`src/rtl/debounce_pkg.sv`:
```
// ============================================================================
// Module   : debounce_pkg
// Purpose  : State encoding and default timing shared by input conditioners.
// Revision : 1.0 - initial release
// ============================================================================
`default_nettype none

package debounce_pkg;

    // 1 ms at the 12 MHz board clock; also used by other input conditioners.
    localparam int DEBOUNCE_STABLE_CYCLES = 12000;
    localparam int DEBOUNCE_CNT_W         = 14;

    typedef enum logic [1:0] {
        ST_LOW       = 2'd0,
        ST_WAIT_HIGH = 2'd1,
        ST_HIGH      = 2'd2,
        ST_WAIT_LOW  = 2'd3
    } state_t;

endpackage

`default_nettype wire

```
`src/rtl/sync_2ff.sv`:
```
// ============================================================================
// Module   : sync_2ff
// Purpose  : Two-flop synchroniser for an asynchronous pin, sync reset to 0.
// Revision : 1.0 - initial release
// ============================================================================
`default_nettype none

module sync_2ff (
    input  logic clk,
    input  logic rst,
    input  logic d,
    output logic q
);

    logic r_s1;
    logic r_s2;

    always_ff @(posedge clk) begin
        if (rst) begin
            r_s1 <= 1'b0;
            r_s2 <= 1'b0;
        end else begin
            r_s1 <= d;
            r_s2 <= r_s1;
        end
    end

    assign q = r_s2;

endmodule

`default_nettype wire

```
`src/rtl/button_debounce.sv`:
```
// ============================================================================
// Module   : button_debounce
// Purpose  : Synchronise and debounce a push-button; optional edge pulses
//            enabled by defining BUTTON_DEBOUNCE_EDGE_EN.
// Revision : 1.0 - initial release
// ============================================================================
`default_nettype none

module button_debounce
    import debounce_pkg::*;
#(
    parameter int STABLE_CYCLES = DEBOUNCE_STABLE_CYCLES,
    parameter int CNT_W         = DEBOUNCE_CNT_W
) (
    input  logic clk,
    input  logic rst,
    input  logic btn,
    output logic db_out,
    output logic rise,
    output logic fall,
    output logic busy
);

    localparam logic [CNT_W-1:0] C_LAST = CNT_W'(STABLE_CYCLES - 1);
    localparam logic [CNT_W-1:0] C_ONE  = CNT_W'(1);

    logic             w_s2;
    logic             w_done;
    state_t           r_state;
    logic [CNT_W-1:0] r_cnt;
    logic             r_db;
    logic             r_busy;

    sync_2ff u_sync (
        .clk (clk),
        .rst (rst),
        .d   (btn),
        .q   (w_s2)
    );

    assign w_done = (r_cnt == C_LAST);

    always_ff @(posedge clk) begin
        if (rst) begin
            r_state <= ST_LOW;
            r_cnt   <= '0;
            r_db    <= 1'b0;
            r_busy  <= 1'b0;
        end else begin
            case (r_state)
                ST_LOW: begin
                    if (w_s2) begin
                        r_state <= ST_WAIT_HIGH;
                        r_cnt   <= C_ONE;
                        r_busy  <= 1'b1;
                    end
                end
                ST_WAIT_HIGH: begin
                    if (!w_s2) begin
                        r_state <= ST_LOW;
                        r_cnt   <= '0;
                        r_busy  <= 1'b0;
                    end else if (w_done) begin
                        r_state <= ST_HIGH;
                        r_cnt   <= '0;
                        r_db    <= 1'b1;
                        r_busy  <= 1'b0;
                    end else if (r_cnt != '1) begin
                        r_cnt <= r_cnt + C_ONE;
                    end
                end
                ST_HIGH: begin
                    if (!w_s2) begin
                        r_state <= ST_WAIT_LOW;
                        r_cnt   <= C_ONE;
                        r_busy  <= 1'b1;
                    end
                end
                ST_WAIT_LOW: begin
                    if (w_s2) begin
                        r_state <= ST_HIGH;
                        r_cnt   <= '0;
                        r_busy  <= 1'b0;
                    end else if (w_done) begin
                        r_state <= ST_LOW;
                        r_cnt   <= '0;
                        r_db    <= 1'b0;
                        r_busy  <= 1'b0;
                    end else if (r_cnt != '1) begin
                        r_cnt <= r_cnt + C_ONE;
                    end
                end
                default: begin
                    r_state <= ST_LOW;
                    r_cnt   <= '0;
                    r_db    <= 1'b0;
                    r_busy  <= 1'b0;
                end
            endcase
        end
    end

    assign db_out = r_db;
    assign busy   = r_busy;

`ifdef BUTTON_DEBOUNCE_EDGE_EN
    logic r_rise;
    logic r_fall;

    // Pulses are set on the same edge that commits db_out, so they line up.
    always_ff @(posedge clk) begin
        if (rst) begin
            r_rise <= 1'b0;
            r_fall <= 1'b0;
        end else begin
            r_rise <= (r_state == ST_WAIT_HIGH) && w_s2 && w_done;
            r_fall <= (r_state == ST_WAIT_LOW) && !w_s2 && w_done;
        end
    end

    assign rise = r_rise;
    assign fall = r_fall;
`else
    assign rise = 1'b0;
    assign fall = 1'b0;
`endif

endmodule

`default_nettype wire

```
`config.mk`:
```
export PLATFORM = sky130hd
export DESIGN_NAME = button_debounce
export DESIGN_NICKNAME = d
export VERILOG_FILES = /design/src/rtl/debounce_pkg.sv /design/src/rtl/sync_2ff.sv /design/src/rtl/button_debounce.sv
export SDC_FILE = /design/constraint.sdc
export NUM_CORES = 1
export LEC_CHECK = 0
export ABC_CLOCK_PERIOD_IN_PS = 3900
export CAP_MARGIN = 5
export CORE_AREA = 3 3 46 48
export CTS_CLUSTER_SIZE = 40
export DETAILED_ROUTE_END_ITERATION = 10
export DIE_AREA = 0 0 49 51
export PLACE_DENSITY = 0.82
export SYNTH_ARGS = -nofsm -noshare
export SYNTH_HDL_FRONTEND = slang
export SYNTH_SLANG_ARGS = --single-unit
```
`constraint.sdc`:
```
create_clock -name clk -period 3.9 [get_ports clk]
set_input_delay 0.39 -clock clk [delete_from_list [all_inputs] [get_ports clk]]
set_output_delay 0.39 -clock clk [all_outputs]
set_load 0.03 [all_outputs]
```
# ---- After elaboration in Yosys (flattened, before gate mapping)
# Index checks and enable logic that the tools add are counted.
# Widths: inputs -> output; s select.
dict set report op_classes {
  reduce_logical 5
  eq_ne 13
  mux 25
  addsub 1
}
# cell n
set op_table {}
lappend op_table {{$mux 14} 6}
lappend op_table {{$pmux 14 s4} 1}
lappend op_table {{$add 14x1->14 const B} 1}
lappend op_table {{$eq 14x14->1 const B} 1}
lappend op_table {{$ne 14x14->1 const B} 1}
lappend op_table {{$mux 2} 6}
lappend op_table {{$mux 1} 9}
lappend op_table {{$ne 2x2->1 const B} 4}
lappend op_table {{$pmux 2 s4} 1}
lappend op_table {{$reduce_and 5->1} 1}
lappend op_table {{$eq 2x2->1 const B} 2}
lappend op_table {{$ne 2x1->1 const B} 2}
lappend op_table {{$pmux 1 s4} 1}
lappend op_table {{$reduce_and 4->1} 1}
lappend op_table {{$ne 3x2->1 const B} 1}
lappend op_table {{$ne 3x3->1 const B} 1}
lappend op_table {{$eq 2x1->1 const B} 1}
lappend op_table {{$logic_not 2->1} 1}
lappend op_table {{$pmux 1 s2} 1}
lappend op_table {{$reduce_and 2->1} 1}
lappend op_table {{$reduce_bool 2->1} 1}
dict set report totals {
  register_bits 20
  word_cells 50
  out_inout_bits 4
}

# ---- Depth between registers and ports, before layout
dict set report depth {
  depth_word 5
  mapped_depth 7
}

# ---- Hierarchy
# From an unflattened synthesis, not the netlist that was laid out.
dict set report hier_totals {
  hier_cells 134
  area_unflattened_um2 1098.6
}
# mod area_each_um2 n_inst cells_each seq_area_each_um2
set by_module_without_submodules {}
lappend by_module_without_submodules {button_debounce 1046.0 1 130 360.3}
lappend by_module_without_submodules {sync_2ff 52.6 1 4 40.0}

# ---- Least setup slack after synthesis
# No wires, ideal clock.
dict set report synth_path {
  kind {register to register}
  from {register r_cnt[0]}
  to {register r_cnt[0]}
  required_ns 3.786
  arrival_ns 1.682
  stages_incl_launch_ff 8
  setup_ns 0.114
  synth_period_minus_slack_ns 1.796
  setup_slack_ns 2.104
  cell_sequence {dfxtp_1 -> ha_1 -> nand3_2 -> or4_4 -> buf_6 -> xor2_1 -> a21oi_1 -> nor2_1}
}
dict set report synth_between {
  elab_chain_len 5
  word_cells_on_any_way 8
  classes_between {1 x add/sub; 2 x eq/ne; 5 x mux}
}
# item line_no
set synth_lines {}
lappend synth_lines {{start, declared} button_debounce.sv:30} ;# logic [CNT_W-1:0] r_cnt;
lappend synth_lines {{start signal, assigned} button_debounce.sv:69} ;# r_cnt <= r_cnt + C_ONE;
lappend synth_lines {{start signal, assigned} button_debounce.sv:90} ;# r_cnt <= r_cnt + C_ONE;
lappend synth_lines {{$add 14x1->14 / $ne 14x14->1 (equally long branches)} --}
lappend synth_lines {{$mux 14} {button_debounce.sv:68, button_debounce.sv:89}}
lappend synth_lines {{$mux 14 (*)} button_debounce.sv:63} ;# end else if (w_done) begin
lappend synth_lines {{$mux 14 (on tied branches)} {button_debounce.sv:80, button_debounce.sv:59}}
lappend synth_lines {{$pmux 14 s4 (*)} button_debounce.sv:50} ;# case (r_state)
# Mark *: on every way between the ends. The rest lies on a longest branch, timed or not.
# A chain may end at the register's enable or synchronous reset.

# ---- Final worst setup path
dict set report layout_path {
  from {register u_sync.r_s2 (netlist: u_sync.q)}
  to {register r_cnt[5]}
}
dict set report layout_between {
  elab_chain_len 2
  word_cells_on_any_way 6
  classes_between {2 x eq/ne; 3 x mux; 1 x reduce/logical}
}
# item line_no
set layout_lines {}
lappend layout_lines {{start, declared} sync_2ff.sv:16} ;# logic r_s2;
lappend layout_lines {{start signal, assigned} sync_2ff.sv:24} ;# r_s2 <= r_s1;
lappend layout_lines {{$mux 14 (tied with other cells)} button_debounce.sv:80} ;# if (w_s2) begin
lappend layout_lines {{$pmux 14 s4 / $reduce_and 2->1 (equally long branches)} --}
# Parallel ways exist; a longest one is shown, timed or not.

==> impl_metrics.json <==
{
  "status": "completed",
  "fmax_ghz": 0.449,
  "tightest_slew_ps": 894,
  "hold_viol_final": 0,
  "place.gp.congestion": 0.882,
  "vias": 918,
  "relSlewSlack": 0.398,
  "yosys_warnings": 0,
  "syn_avg_cell_area_um2": 8.44,
  "cts_tree": "built",
  "place_ws_ps": 1690,
  "cts_made_buffers": 3,
  "clock_skew_ps": 8.66,
  "rsz0062_at_grt": "false",
  "critPathMaxFanout": 12,
  "dr.pass1.iters": 4,
  "hpwlAfterDp_um": 1390,
  "seqPwrFrac": 0.644,
  "path_buf_inv": 0,
  "maxCapViolations": 0,
  "p_total_uw": 327,
  "hold_class": "reg2reg",
  "power_frac_comb": 0.075,
  "drtIter0Drc": 31,
  "cts-root-buf": "clkbuf_4",
  "path_clk_slew_ps": 110,
  "clock_latency_ps": 290,
  "dieArea_um2": 2500,
  "setup_violations": 0,
  "final_core_util": 0.630,
  "portBuffers": 4,
  "post_drt_via_cell_ratio": 6.04,
  "antenna_left": 0,
  "routedWlPerCell_um": 12.5,
  "clockBufferDepth": 2,
  "grt_pass1_wl_um": 3340,
  "p_int_uw": 252,
  "grt_max_degree": 14,
  "crit_type": "reg2reg",
  "clock_sinks": 20,
  "final_area_um2": 1100,
  "stdcell_count": 152,
  "max_stage_delay_ps": 720,
  "areaGrowthSynthToFinish_pct": 4.27,
  "synth-seq-cells": 20,
  "wl_um": 1910,
  "grt-ovfl-total": 0,
  "tns_ps": 0,
  "grt_pass1_vias": 798,
  "dpl_cell_area_um2": 1080,
  "regToRegSetupSlack_ps": 1670,
  "switching_share": 0.230,
  "syn_area_um2": 1050,
  "path_cells": "xor2_1 > nand2_1 > a21oi_1 > o21bai_2 > a211oi_1",
  "grt_usage": 0.166,
  "path_delay_family": "compound AO/OA/AOI/OAI gates",
  "die_width_um": 49,
  "timing.final.crit_share": 0.571,
  "critPathSlowestCell": "a21oi_1",
  "rows": 15,
  "die_h_um": 51,
  "powerDensity_nw_per_um2": 297,
  "switchingPower_uw": 75.2,
  "drc": 0,
  "yosysSeqAreaShare": 0.380,
  "hold_buffers": 0,
  "p_leak_nw": 0.342,
  "holdWs_ps": 462,
  "slew_viol_final": 0,
  "p_clk_frac": 0.282,
  "critPathArrivalTime_ps": 2430,
  "worst_setup_path_end_kind": "flip-flop",
  "nets": 133,
  "io_pins": 7,
  "n_antenna_cell": 0,
  "synthDistinctLibCells": 39,
  "cts_resized": 0,
  "place_inst": 149,
  "start_util": 0.604,
  "crit_required_ps": 4100,
  "critPathLaunchType": "flip-flop",
  "core_region_area_um2": 1750,
  "syn_inst": 125,
  "drive_above_1_share": 0.0866,
  "cts-htree-levels": 1,
  "antenna_found_initial": 0,
  "layout_min_cycle_time_ps": 2230,
  "peakVddDrop_mv": 0.325,
  "setup_ws_ps": 1670,
  "cts_setup_buffers": 0
}
==> placed cells by master (no fill, tap or decap), types with 4 or more instances in the layout <==
cell             instances
nor2_1                  16
a21oi_1                  7
a31oi_1                  4
nor3_1                   8
dfxtp_1                 20
nand3_1                 10
nand2_1                  9
clkdlybuf4s50_1          4
xnor2_1                  5
==> area by class of cell <==
cell class,count,area [um^2]
fill,154,646
multi-input combinational,98,598
sequential,20,400
timing repair buffer,4,40.0
tap,25,31.3
clock buffer,3,22.5
inverter,2,7.51
==> per-layer routing <==
layer  vias to the layer above  GRT usage  part of all wire
met1                       422      0.220              0.48
met3                         4     0.0379             0.060
met2                        33      0.262              0.45
li1                        459          -                 -
met5                         -          0                 0
met4                         0     0.0664             0.018
==> worst register-to-register path, stage by stage, from the launching register on <==
cell and delay (ps):
dfxtp_1 390, xor2_1 370, nand2_1 170, a21oi_1 720, o21bai_2 270, a211oi_1 240
==> power by group through the flow <==
stage	Sequential (mW)	Clock, mW	Combinational, mW
2_1_floorplan	0.218	0	0.0172
3_3_place_gp	0.215	0	0.0241
3_5_place_dp	0.215	0	0.0243
4_1_cts	0.211	0.0966	0.0246
5_1_grt	0.211	0.106	0.0270
6_report	0.211	0.0922	0.0244
==> cells by family after synthesis <==
logic type / synth area share
buffers and inverters: 0.0569
DFF: 0.380
adders and majority gates: 0.0119
AOI/OAI and AO/OA: 0.121
xor gates and xnor gates: 0.0581
muxes: 0.0285
and+or+nand+nor: 0.340
other: 0.00356
==> final timing paths <==
path               start        to  cells past startpoint
max             u_sync.q  r_cnt[5]                      5
min          u_sync.r_s1  u_sync.q                      1
max reg2reg     u_sync.q  r_cnt[5]                      5
min reg2reg  u_sync.r_s1  u_sync.q                      1
==> sequential cells by signal, indices dropped and copies added (netlist names), named ones only <==
| register | cells |
|---|---|
| u_sync.r_s1 | 1 |
| r_cnt | 14 |
| r_state | 1 |
| db_out | 1 |
| busy | 1 |
| u_sync.q | 1 |
==> cell usage after synthesis, drive strengths merged <==
cell type,n,area share
dfxtp,20,0.38
nor2,16,0.057
nand3,11,0.057
nand2,9,0.032
a21oi,8,0.042
nor3,8,0.038
buf,6,0.050
xnor2,5,0.042
a31oi,4,0.024
nand4,4,0.030
o21ai,4,0.019
mux2i,3,0.028
nor4,3,0.018
a211oi,2,0.019
and4,2,0.018
inv,2,0.0071
nor2b,2,0.012
xor2,2,0.017
and3,1,0.0059
and3b,1,0.0083
and4b,1,0.011
conb,1,0.0036
ha,1,0.012
nand2b,1,0.0059
nand3b,1,0.0071
nor3b,1,0.0071
nor4b,1,0.0083
o211ai,1,0.0071
o21bai,1,0.011
or3,1,0.0059
or4,1,0.011
or4b,1,0.0095
Note: power is estimated with default switching activity, not from simulation.
